### src/rtl/exec_pkg.sv
// Shared types for the accumulator execution unit: opcodes, sequencer states
// and the predicate that marks opcodes carrying an operand byte.
package exec_pkg;

  localparam int unsigned DATA_W = 8;
  localparam int unsigned OPC_W  = 4;

  typedef enum logic [OPC_W-1:0] {
    OP_NOP   = 4'h0,
    OP_LDI   = 4'h1,
    OP_LD    = 4'h2,
    OP_ST    = 4'h3,
    OP_ADD   = 4'h4,
    OP_SUB   = 4'h5,
    OP_AND   = 4'h6,
    OP_OR    = 4'h7,
    OP_XOR   = 4'h8,
    OP_MOV   = 4'h9,
    OP_JMP   = 4'hA,
    OP_JZ    = 4'hB,
    OP_JC    = 4'hC,
    OP_UND_D = 4'hD,
    OP_UND_E = 4'hE,
    OP_HLT   = 4'hF
  } opcode_e;

  typedef enum logic [2:0] {
    ST_DECODE  = 3'd0,
    ST_OPERAND = 3'd1,
    ST_MEM     = 3'd2,
    ST_BRANCH  = 3'd3,
    ST_HALT    = 3'd4
  } state_e;

  function automatic logic is_two_byte(input opcode_e op);
    case (op)
      OP_LDI, OP_LD, OP_ST, OP_JMP, OP_JZ, OP_JC: is_two_byte = 1'b1;
      default:                                    is_two_byte = 1'b0;
    endcase
  endfunction

endpackage

### src/rtl/exec_alu.sv
// Combinational ALU: ADD/SUB produce carry/borrow from a 9-bit result,
// logic ops clear carry; any other opcode passes A through.
module exec_alu
  import exec_pkg::*;
(
  input  opcode_e           op,
  input  logic [DATA_W-1:0] a,
  input  logic [DATA_W-1:0] b,
  output logic [DATA_W-1:0] result,
  output logic              c,
  output logic              z
);

  logic [DATA_W:0] wide;

  always_comb begin
    wide = {1'b0, a};
    case (op)
      OP_ADD:  wide = {1'b0, a} + {1'b0, b};
      OP_SUB:  wide = {1'b0, a} - {1'b0, b};
      OP_AND:  wide = {1'b0, a & b};
      OP_OR:   wide = {1'b0, a | b};
      OP_XOR:  wide = {1'b0, a ^ b};
      default: wide = {1'b0, a};
    endcase
    result = wide[DATA_W-1:0];
    c      = wide[DATA_W];
    z      = (wide[DATA_W-1:0] == DATA_W'(0));
  end

endmodule

### src/rtl/exec_unit.sv
// Byte-serial accumulator execution unit: decodes one- and two-byte
// instructions, sequences data-memory accesses and issues branch pulses.
module exec_unit
  import exec_pkg::*;
(
  input  logic              CLK,
  input  logic              RST,
  input  logic              instr_valid,
  input  logic [DATA_W-1:0] instr,
  output logic              instr_ready,
  output logic              mem_req,
  output logic              mem_we,
  output logic [DATA_W-1:0] mem_addr,
  output logic [DATA_W-1:0] mem_wdata,
  input  logic [DATA_W-1:0] mem_rdata,
  input  logic              mem_ack,
  output logic              br_taken,
  output logic [DATA_W-1:0] br_target,
  output logic [DATA_W-1:0] acc_out,
  output logic [DATA_W-1:0] b_out,
  output logic              flag_z,
  output logic              flag_c,
  output logic              halted,
  output logic              illegal
);

  state_e            state_q, state_d;
  opcode_e           opc_q, opc_d;
  logic [DATA_W-1:0] addr_q, addr_d;
  logic [DATA_W-1:0] acc_q, acc_d;
  logic [DATA_W-1:0] b_q, b_d;
  logic              z_q, z_d;
  logic              c_q, c_d;
  logic              illegal_q, illegal_d;

  opcode_e           dec_op;
  logic              accept;
  logic [DATA_W-1:0] alu_result;
  logic              alu_c;
  logic              alu_z;

  assign dec_op = opcode_e'(instr[DATA_W-1:DATA_W-OPC_W]);
  assign accept = instr_valid && instr_ready;

  exec_alu u_alu (
    .op     (dec_op),
    .a      (acc_q),
    .b      (b_q),
    .result (alu_result),
    .c      (alu_c),
    .z      (alu_z)
  );

  always_ff @(posedge CLK or negedge RST) begin
    if (!RST) begin
      state_q   <= ST_DECODE;
      opc_q     <= OP_NOP;
      addr_q    <= '0;
      acc_q     <= '0;
      b_q       <= '0;
      z_q       <= 1'b0;
      c_q       <= 1'b0;
      illegal_q <= 1'b0;
    end else begin
      state_q   <= state_d;
      opc_q     <= opc_d;
      addr_q    <= addr_d;
      acc_q     <= acc_d;
      b_q       <= b_d;
      z_q       <= z_d;
      c_q       <= c_d;
      illegal_q <= illegal_d;
    end
  end

  // Next-state and architectural update logic.
  always_comb begin
    state_d   = state_q;
    opc_d     = opc_q;
    addr_d    = addr_q;
    acc_d     = acc_q;
    b_d       = b_q;
    z_d       = z_q;
    c_d       = c_q;
    illegal_d = 1'b0;

    case (state_q)
      ST_DECODE: begin
        if (accept) begin
          if (is_two_byte(dec_op)) begin
            opc_d   = dec_op;
            state_d = ST_OPERAND;
          end else begin
            case (dec_op)
              OP_ADD, OP_SUB, OP_AND, OP_OR, OP_XOR: begin
                acc_d = alu_result;
                z_d   = alu_z;
                c_d   = alu_c;
              end
              OP_MOV:             b_d       = acc_q;
              OP_HLT:             state_d   = ST_HALT;
              OP_UND_D, OP_UND_E: illegal_d = 1'b1;
              default:            ;
            endcase
          end
        end
      end

      ST_OPERAND: begin
        if (accept) begin
          state_d = ST_DECODE;
          case (opc_q)
            OP_LDI: begin
              acc_d = instr;
              z_d   = (instr == DATA_W'(0));
            end
            OP_LD, OP_ST: begin
              addr_d  = instr;
              state_d = ST_MEM;
            end
            OP_JMP: begin
              addr_d  = instr;
              state_d = ST_BRANCH;
            end
            OP_JZ: begin
              if (z_q) begin
                addr_d  = instr;
                state_d = ST_BRANCH;
              end
            end
            OP_JC: begin
              if (c_q) begin
                addr_d  = instr;
                state_d = ST_BRANCH;
              end
            end
            default: ;
          endcase
        end
      end

      ST_MEM: begin
        if (mem_ack) begin
          if (opc_q == OP_LD) begin
            acc_d = mem_rdata;
            z_d   = (mem_rdata == DATA_W'(0));
          end
          state_d = ST_DECODE;
        end
      end

      ST_BRANCH: state_d = ST_DECODE;

      ST_HALT:   state_d = ST_HALT;

      default:   state_d = ST_DECODE;
    endcase
  end

  // Handshake and status outputs are pure decodes of registered state.
  assign instr_ready = (state_q == ST_DECODE) || (state_q == ST_OPERAND);
  assign mem_req     = (state_q == ST_MEM);
  assign mem_we      = mem_req && (opc_q == OP_ST);
  assign mem_addr    = addr_q;
  assign mem_wdata   = acc_q;
  assign br_taken    = (state_q == ST_BRANCH);
  assign br_target   = addr_q;
  assign acc_out     = acc_q;
  assign b_out       = b_q;
  assign flag_z      = z_q;
  assign flag_c      = c_q;
  assign halted      = (state_q == ST_HALT);
  assign illegal     = illegal_q;

endmodule

### config.mk
export PLATFORM = sky130hd
export DESIGN_NAME = exec_unit
export DESIGN_NICKNAME = d
export VERILOG_FILES = /design/src/rtl/exec_pkg.sv /design/src/rtl/exec_alu.sv /design/src/rtl/exec_unit.sv
export SDC_FILE = /design/constraint.sdc
export NUM_CORES = 1
export LEC_CHECK = 0
export ABC_AREA = 1
export CORE_UTILIZATION = 50
export DETAILED_ROUTE_END_ITERATION = 16
export DONT_BUFFER_PORTS = 1
export SETUP_SLACK_MARGIN = 0.1
export SLEW_MARGIN = 20
export SYNTH_ARGS = -nofsm -noshare
export SYNTH_HDL_FRONTEND = slang
export SYNTH_HIERARCHICAL = 1
export SYNTH_SLANG_ARGS = --single-unit
export TNS_END_PERCENT = 100
### constraint.sdc
create_clock -name CLK -period 3.8 [get_ports CLK]
set_clock_uncertainty 0.1 [all_clocks]
set_input_delay 0.76 -clock CLK [delete_from_list [all_inputs] [get_ports CLK]]
set_output_delay 0.76 -clock CLK [all_outputs]
set_load 0.005 [all_outputs]
* Yosys cells after proc, flatten, opt, wreduce, memory -nomap -nowiden
Cells that the tools add are included.
** Storage, ports and cells
- Register bits after elaboration :: 34
- Output and inout bits :: 48
- Word-level logic and storage cells :: 105
** Operators by class
- Add/subtract/negate cells :: 2
- Equal/unequal tests :: 35
- Mux-type cells :: 36
- Bitwise gates (word level) :: 4
- Reductions and logical operators :: 20
** Operator list (count)
- $mux 8 :: 9
- $pmux 8 s3 :: 2
- $pmux 9 s5 :: 1
- $eq 4x4->1 const B :: 11
- $logic_not 8->1 :: 3
- $eq 4x2->1 const B :: 4
- $eq 4x3->1 const B :: 4
- $mux 3 :: 5
- $mux 1 :: 14
- $pmux 3 s4 :: 1
- $reduce_and 4->1 :: 3
- $ne 2x2->1 const B :: 5
- $add 8x8->9 :: 1
- $sub 8x8->9 :: 1
- $and 8x8->8 :: 1
- $eq 4x1->1 const B :: 2
- $ne 2x1->1 const B :: 4
- $or 8x8->8 :: 1
- $pmux 2 s4 :: 1
- $reduce_and 8->1 :: 1
- $xor 8x8->8 :: 1
- $eq 3x2->1 const B :: 2
- $reduce_bool 3->1 :: 2
- $reduce_or 6->1 :: 1
- 14 further kinds :: 17

* Depth between registers and ports, before layout
Gate-level depths: netlist of run 1.
- Depth in word-level cells :: 8
- Depth in mapped cells :: 23

* By module
The synthesis of run 1 kept the hierarchy.
** By module, submodules not included
- exec_unit :: times used 1, cells an instance 272, area each 2065.7 um^2, sequential area each 850.8 um^2
- exec_alu :: times used 1, cells an instance 223, area each 1232.4 um^2, sequential area each 0.0 um^2

* Worst setup path after synthesis of run 1
Ideal clock, no wire load.
- Path type :: input to register
- Start point :: input instr[7]
- End point :: register z_q (netlist: flag_z)
- Library setup time :: 0.065 ns
- Arrival :: 2.759 ns
- Data required time :: 3.635 ns
- Path slack :: 0.876 ns
- Stages :: 21
- Cell sequence :: inv_2 nand3_2 nor2_2 inv_1 nand2_1 xor2_1 inv_1 ha_1 nand2_1 inv_1 a21oi_1 nand3b_1 nand3_1 nand2_1 nand2_1 nand2_1 nor2_1 nand3_1 nand3_1 nand2_1 nand2_1
** On the way
- Cells in the longest elaborated chain, start to end :: 7
- Elaborated cells on any way between the ends :: 28
- Those cells by class :: eq/ne (13); mux (10); reduce/logical (5)
** RTL lines
- start: declaration :: RTL line exec_unit.sv:9 : input logic [DATA_W-1:0] instr,
- $eq 4x4->1 or $eq 4x3->1 (tied branches) :: RTL line exec_alu.sv:18 : case (op)
- $pmux 9 s5 (*) :: RTL line exec_alu.sv:18
- $logic_not 8->1 (*) :: RTL line exec_alu.sv:28 : z = (wide[DATA_W-1:0] == DATA_W'(0));
- named net alu_z :: RTL line exec_unit.sv:40 : logic alu_z;
- $mux 1 (*) :: RTL line exec_unit.sv:94 : case (dec_op)
- $mux 1 (*) :: RTL line exec_unit.sv:90 : if (is_two_byte(dec_op)) begin
- $mux 1 (*) :: RTL line exec_unit.sv:89 : if (accept) begin
- $pmux 1 s3 (*) :: RTL line exec_unit.sv:87 : case (state_q)
- end signal: assignment :: RTL line exec_unit.sv:70 : z_q <= z_d;
- end: declaration :: RTL line exec_unit.sv:32 : logic z_q, z_d;
The timed path passes the listed nets; every way through them passes the cells marked *. The select of a mux whose other input is x is not followed.
A chain may end at the register's enable or synchronous reset.

* Final worst setup path of run 1
- Start point :: register b_q[1] (netlist: b_out[1])
- End point :: register z_q (netlist: flag_z)
** On the way
- Cells in the longest elaborated chain, start to end :: 7
- Elaborated cells on any way between the ends :: 11
- Those cells by class :: add/sub (2); mux (5); bitwise (3); reduce/logical (1)
** RTL lines
- start: declaration :: RTL line exec_unit.sv:31 : logic [DATA_W-1:0] b_q, b_d;
- start signal: assignment :: RTL line exec_unit.sv:60 : b_q <= '0;
- start signal: assignment :: RTL line exec_unit.sv:69 : b_q <= b_d;
- $sub 8x8->9 (tied with other cells) :: RTL line exec_alu.sv:20 : OP_SUB: wide = {1'b0, a} - {1'b0, b};
- $pmux 9 s5 (*) :: RTL line exec_alu.sv:18
- $logic_not 8->1 (*) :: RTL line exec_alu.sv:28
- named net alu_z :: RTL line exec_unit.sv:40
- $mux 1 (*) :: RTL line exec_unit.sv:94
- $mux 1 (*) :: RTL line exec_unit.sv:90
- $mux 1 (*) :: RTL line exec_unit.sv:89
- $pmux 1 s3 (*) :: RTL line exec_unit.sv:87
Marked as above.

==> metrics.md, run 1 <==
| Metric | Value |
|---|---|
| Status | finished, final reports clean |
| Post-Syn Instances | 495 |
| Total of max-cap violations | 0 |
| Die area | 6925 sq um |
| Final ANT Viol Nets | 0 |
| Post-synth EDFFs | 0 |
| Syn-to-layout area delta | 1.783% |
| Final HPWL DP | 6.606 mm |
| Post-route clock period utilization | 0.7947 |
| Worst min path class | input port to asynchronous set/reset pin |
| Post-Synth Adder-Cell Area | 0.1009 |
| Int Power | 1305 uW |
| H-tree depth | 2 |
| Gr ovfl total | 0 |
| Synth top cells by count | nand2_1 (155), inv_1 (71), nand3_1 (50) |
| Clock Power Share | 0.118 |
| Top cell type's share of synthesized area | 0.2580 |
| Post-CTS Hold Fix Bufs | 0 |
| Post-CTS Setup Repair Bufs | 0 |
| Final Hold Vio Count | 0 |
| CP startpoint kind | flip-flop |
| Cells along the critical path | inv_1 > ha_1 > inv_1 > nor2_1 > nand3_1 > nand2_1 > xor2_1 > inv_1 > ha_1 > nand2_1 > inv_1 > a21oi_1 > nand3b_1 > nand3_1 > nand2_1 > nand2_1 > nand2_1 > nor2_1 > nand3_1 > nand3_1 > nand2_1 > nand2_1 |
| IO Port Bufs | 0 |
| CTS tree | done |
| Yosys top cell by area | dfrtp_1 |
| Post-synth top flop | dfrtp_1 |
| Comb power frac | 0.609 |
| Synth Area in XOR/XNOR | 0.01593 |
| RSZ-0062 raised after global routing | false |
| Met3 Routed Length | 492 microns |
| Clk buf depth | 2 |
| Top cell by count, worst path | nand2_1 |
| DRC | 0 |
| TritonCTS buffer count | 5 |
| Mapped Nets | 541 |
| Mux share of post-synthesis cell area | 0 |
| Clk_lat worst skew | 0.30 ns |
| Count leader, synth | nand2_1 |
| 1st-pass router iterations | 4 |
| Routed wire length | 8.587 mm |
| Switching Share | 0.5267 |
| Seq pwr share | 0.273 |
| GPL Wtd Cong | 0.8956 |
| Yosys warning total | 6 |
| Switching Power | 1453 uW |
| Fillers | 636 |
| Synthesized area per cell | 6.663 sq um |
| Via count | 2932 |
| Register area share after synthesis | 0.2580 |
| Fin. max-slew vios | 0 |
| Clk sinks | 34 |
| Slew @ Worst Pin | 0.4953 ns |
| Leakage dissipation | 0.001839 uW |
| Slowest CP cell | dfrtp_1 |
| Met2 Wirelength | 4.210 mm |
| Rel. slew slack | 0.6690 |
| Synth Area in Simple Gates | 0.4116 |
| Max incr delay on CP | 0.46 ns |
| Cts repair resizes | 0 |
| FF+latch area | 850.8 sq um |
| Worst Path Arrival | 3.15 ns |
| Final setup violation count | 0 |
| CTS Root Cell | clkbuf_8 |
| Worst-path maximum fanout | 5 |
| Critical path data required time | 3.93 ns |
| Reg-to-reg startpoint | b_out[1]$_DFFE_PN0P_ |
| Core ar. | 6350 sq um |
| Library cells used by synthesis | 36 |
| Multi-input logic area | 2007 sq um |
| DR top layer | met4 |
| Post-synth ARST share | 1.000 |
| FMAX | 331.1 MHz |
| Layout cells sized above 1 | 0.1097 |
| Setup TNS | 0 ns |
| Reg clk slew, reported paths | 0.08 ns |
| Yosys reg bits | 34 |
| Compound-gate portion of the synthesized area | 0.08005 |
| Drt via density | 5.236 |
| GRT Util Overall | 0.2652 |
| Tmin final | 3.020 ns |
| Main combinational cell family by area after synthesis | simple AND/OR/NAND/NOR gates |
| I/O pins | 68 |
| PD cells | 821.6 nW/um^2 |
| Die height | 83.22 microns |
| Wl on met1 | 3.771 mm |
| Crit path launch | b_out[1]$_DFFE_PN0P_ |
| Worst setup path class | flip-flop to flip-flop |
| Largest net degree at the start of global routing | 35 |
| Netlist area before placement | 3298 sq um |
| Final net count | 528 |
| Antenna violations before repair | 0 |
| Crit end category | flip-flop |
| Antenna diode count | 0 |
| Initial Util | 0.5194 |
| Die Wd | 83.22 microns |
| Fin util | 0.5287 |
| # rows | 29 |
| Vias in the first global route | 2987 |
| Global-route wire length before repair | 14.63 mm |
| DR iter-0 viols | 179 |
| VDD IR-drop max | 564.8 uV |
| Synth area leaders | dfrtp_1 (26%), nand2_1 (18%), ha_1 (9.5%) |
| Routed wire per std cell | 15.33 microns |
stage by stage:
| stage | instance area (sq um) | total power (uW) | cells | setup slack, ns | hold WS [ns] |
|---|---|---|---|---|---|
| 6_report | 3357 | 2758 | 560 | 0.7800 | 0.05305 |
| 5_1_grt | 3357 | 3081 | 560 | 0.4821 | 0.04167 |
| 4_1_cts | 3357 | 2768 | 560 | 0.8145 | 0.04783 |
| 2_1_floorplan | 3298 | 2146 | 495 | 0.8757 | 0.3644 |
| 3_5_place_dp | 3247 | 2434 | 552 | 0.5325 | 0.3651 |
| 3_3_place_gp | 3247 | 2398 | 552 | 0.6124 | 0.3652 |
final timing paths:
check | end | slack [ns] | cells after the start
max | flag_z$_DFFE_PN0P_ | 0.78 | 22
min | illegal$_DFF_PN0_ | 0.05 | 0
max reg2reg | flag_z$_DFFE_PN0P_ | 0.78 | 22
min reg2reg | br_target[2]$_DFFE_PN0P_ | 0.44 | 2
max in group asynchronous | acc_out[4]$_DFFE_PN0P_ | 3.46 | 0
min in group CLK | br_target[2]$_DFFE_PN0P_ | 0.44 | 2
worst max-delay path, delay by kind of cell (launching register included):
kind,cells,cell delay (ns)
simple gates,14,1.30
flops,1,0.46
fa+ha+maj,2,0.50
compound gates,1,0.18
buf+inv,4,0.26
xor+xnor,1,0.14
cells in the final DEF, fill, tap and decap left out:
| master | Yosys | routed |
|---|---|---|
| a21oi_1 | 6 | 6 |
| dfrtp_1 | 34 | 34 |
| nand2_2 | 7 | 7 |
| o21ai_4 | 1 | 1 |
| or2_1 | 1 | 1 |
| inv_2 | 7 | 7 |
| inv_1 | 71 | 71 |
| nand4_1 | 3 | 3 |
| nor2_2 | 4 | 4 |
| or2_2 | 2 | 2 |
| nand3b_1 | 3 | 3 |
| o21ai_2 | 8 | 8 |
| nor4_1 | 1 | 1 |
| and3_2 | 1 | 1 |
| ha_1 | 25 | 25 |
| fa_1 | 1 | 1 |
| nor2_8 | 2 | 2 |
| o21bai_1 | 1 | 1 |
| nor3_1 | 4 | 4 |
| nand4_2 | 2 | 2 |
| nor2_1 | 45 | 45 |
| xor2_1 | 6 | 6 |
| clkbuf_8 | 0 | 8 |
| nand3_2 | 3 | 3 |
| nand2_1 | 155 | 155 |
| nor2_4 | 4 | 4 |
| o21ai_0 | 16 | 16 |
| o211ai_1 | 4 | 4 |
| nand3_1 | 50 | 50 |
| o31ai_1 | 2 | 2 |
| nand3b_4 | 1 | 1 |
| nand2_4 | 3 | 3 |
| o21a_1 | 2 | 2 |
sequential cells by signal (all words and copies together) (netlist names):
register	flops
acc_out	8
b_out	8
br_target	8
flag_c	1
flag_z	1
illegal	1
opc_q	4
state_q	3
logic make-up after synthesis:
group,Yosys count
and+or+nand+nor,291
buffers and inverters,98
AOI/OAI and AO/OA,40
DFF,34
adders and majority gates,26
xor gates and xnor gates,6
cell type report:
class | instances | area share
flip-flops and latches | 34 | 0.2534
inverters | 78 | 0.08722
clock buffers | 8 | 0.03280
well taps | 77 | 0.02870
multi-input cells | 363 | 0.5978
power groups by stage:
| stage | Combinational [uW] | Clock [uW] | Sequential (uW) |
|---|---|---|---|
| 2_1_floorplan | 1480 | 0 | 667 |
| 3_3_place_gp | 1640 | 0 | 763 |
| 3_5_place_dp | 1670 | 0 | 761 |
| 4_1_cts | 1680 | 331 | 755 |
| 5_1_grt | 1950 | 349 | 784 |
| 6_report | 1680 | 326 | 752 |
routing by layer:
metal / up-vias / GRT usage
li1: 1510 / -
met1: 1329 / 0.3342
met2: 83 / 0.4642
met3: 10 / 0.04771
met4: 0 / 0.07210
met5: - / 0
Power figures use the tool's default switching activity.
==> run 2, diff against run 1 <==
--- a/config.mk
+++ b/config.mk
@@ -9,6 +9,7 @@
 export CORE_UTILIZATION = 50
 export DETAILED_ROUTE_END_ITERATION = 16
 export DONT_BUFFER_PORTS = 1
+export PLACE_DENSITY = 0.68
 export SETUP_SLACK_MARGIN = 0.1
 export SLEW_MARGIN = 20
 export SYNTH_ARGS = -nofsm -noshare
==> constraint.sdc (replaced) <==
create_clock -name CLK -period 2.7 [get_ports CLK]
set_clock_uncertainty 0.1 [all_clocks]
set_input_delay 0.54 -clock CLK [delete_from_list [all_inputs] [get_ports CLK]]
set_output_delay 0.54 -clock CLK [all_outputs]
set_load 0.005 [all_outputs]
==> metrics.md, run 2 (synthesis results as in run 1) <==
| Metric | Value |
|---|---|
| Status | finished, violations left |
| Failing checks | negative setup slack |
| Top cell by count, worst path | nand2_1 |
| Routed wire length | 9.096 mm |
| Final HPWL DP | 6.982 mm |
| Placement Cell Area | 3440 sq um |
| Final Hold Vio Count | 0 |
| Slew @ Worst Pin | 0.4731 ns |
| Largest net degree at the start of global routing | 35 |
| DRC | 0 |
| Die Wd | 83.22 microns |
| Drt via density | 5.355 |
| TritonCTS buffer count | 5 |
| Final net count | 556 |
| Hold_sp | instr[4] |
| GPL Wtd Cong | 0.9158 |
| Routed wire per std cell | 15.47 microns |
| Vias in the first global route | 3016 |
| Register-to-Register Path Depth | 20 |
| Die height | 83.22 microns |
| FMAX | 369.4 MHz |
| Final setup violation count | 1 |
| Crit end category | flip-flop |
| Setup TNS | -0.007427 ns |
| Most frequent cells in the layout | nand2_1 (149), inv_1 (66), nand3_1 (47) |
| PD cells | 1212 nW/um^2 |
| Max incr delay on CP | 0.40 ns |
| Initial Util | 0.5194 |
| H-tree depth | 2 |
| Clk sinks | 34 |
| Worst hold path depth | 2 |
| Global-route wire length before repair | 14.85 mm |
| Worst-path maximum fanout | 5 |
| Via count | 3149 |
| # rows | 29 |
| GRT Util Overall | 0.2663 |
| CP startpoint kind | flip-flop |
| DR iter-0 viols | 192 |
| Antenna violations before repair | 0 |
| Worst setup path class | flip-flop to flip-flop |
| Tmin final | 2.707 ns |
| RSZ-0062 raised after global routing | true |
| Syn-to-layout area delta | 11.72% |
| Design area | 3685 sq um |
| Critical path data required time | 2.83 ns |
| Clk_lat worst skew | 0.29 ns |
| Leakage dissipation | 0.001988 uW |
| Commonest non-fill, non-tap cell in the layout | nand2_1 |
| Reg2reg setup slack | -0.007 ns |
| Post-route clock period utilization | 1.003 |
| Hold EP | br_target[4]$_DFFE_PN0P_ |
| IO Port Bufs | 0 |
| Worst Path Arrival | 2.83 ns |
| CTS tree | done |
| CTS Root Cell | clkbuf_8 |
| Final ANT Viol Nets | 0 |
| Clk buf depth | 2 |
| Worst setup slack after placement | -0.1653 ns |
| Core ar. | 6350 sq um |
| Reg clk slew, reported paths | 0.07 ns |
| Cells along the critical path | buf_6 > nor2_4 > nand4_1 > nand2_1 > xor2_1 > inv_1 > ha_4 > nand2_1 > nand3b_1 > nand2_1 > nand2_1 > nand3_1 > nand2_1 > nand2_2 > nand2_1 > nor2_1 > nand3_1 > nand3_1 > nand2_1 > nand2_1 |
| Total of max-cap violations | 0 |
| Rel. slew slack | 0.6838 |
| Final WS setup | -0.007427 ns |
| Worst min path class | input port to flip-flop |
| Layout cells sized above 1 | 0.1996 |
| Antenna diode count | 0 |
| Gr ovfl total | 0 |
| VDD IR-drop max | 798.4 uV |
| 1st-pass router iterations | 5 |
| Slowest CP cell | dfrtp_1 |
| I/O pins | 68 |
| R2R Path End | flag_z$_DFFE_PN0P_ |
| Fillers | 602 |
| Reg-to-reg startpoint | b_out[0]$_DFFE_PN0P_ |
| Fin. max-slew vios | 0 |
| Die area | 6925 sq um |
-- run 2: how the worst max path moves through the flow --
stage / endpoint / start / cells after the start / slack [ns]
after floorplan: flag_z$_DFFE_PN0P_ / instr[7] / 21 / 0.11
after global placement: flag_z$_DFFE_PN0P_ / b_out[0]$_DFFE_PN0P_ / 22 / -0.11
after detailed placement: flag_z$_DFFE_PN0P_ / b_out[1]$_DFFE_PN0P_ / 23 / -0.17
after CTS: flag_z$_DFFE_PN0P_ / b_out[0]$_DFFE_PN0P_ / 20 / 0.05
after global routing: flag_z$_DFFE_PN0P_ / b_out[0]$_DFFE_PN0P_ / 20 / -0.18
final: flag_z$_DFFE_PN0P_ / b_out[0]$_DFFE_PN0P_ / 20 / -0.007
-- run 2: what timing repair did --
item	4_1_cts	5_1_grt
setup endpoints to repair	4	7
setup buffers	2	2
resized for setup	17	11
pin swaps	15	6
hold endpoints to repair	34	0
hold buffers	2	0
-- run 2: cell type report --
class / count / area (sq um) / area share
sequential: 34 / 850.8 / 0.2309
multi-input combinational: 363 / 2118 / 0.5749
timing repair buffer: 28 / 232.7 / 0.06316
inverter: 78 / 295.3 / 0.08014
clock buffer: 7 / 86.33 / 0.02343
tap: 77 / 96.34 / 0.02615
clock inverter: 1 / 5.005 / 0.001358
-- run 2: routing by layer --
layer / GRT usage / part of all wire / up-vias / wire length (microns)
li1: - / - / 1563 / -
met1: 0.3392 / 0.43 / 1463 / 3900
met2: 0.4538 / 0.49 / 107 / 4476
met3: 0.05169 / 0.058 / 16 / 530
met4: 0.08307 / 0.021 / 0 / 187
met5: 0 / 0 / - / 0
-- run 2: per-stage QoR --
step | total power [uW] | utilization | hold WS, ns | instances
after CTS | 4318 | 0.5736 | 0.2684 | 586
after global routing | 4913 | 0.5803 | 0.2680 | 588
after detailed placement | 3685 | 0.5417 | 0.1449 | 574
final | 4466 | 0.5803 | 0.2657 | 588
after global placement | 3579 | 0.5417 | 0.1450 | 574
after floorplan | 3058 | - | 0.1444 | 495
-- run 2: power breakdown --
part | internal (uW) | total, uW | leakage [uW] | switching, uW
Combinational | 1270 | 3050 | 0.00150 | 1780
Clock | 206 | 400 | 0.0000482 | 194
Sequential | 705 | 1020 | 0.000444 | 310
-- run 2: critical path: cells and delay by family (launching register included) --
kind                     cells  cell delay, ns
flip-flops                   1            0.40
AND/OR/NAND/NOR             16            1.49
buffers and inverters        2            0.23
XOR/XNOR                     1            0.14
adder cells (fa/ha/maj)      1            0.29
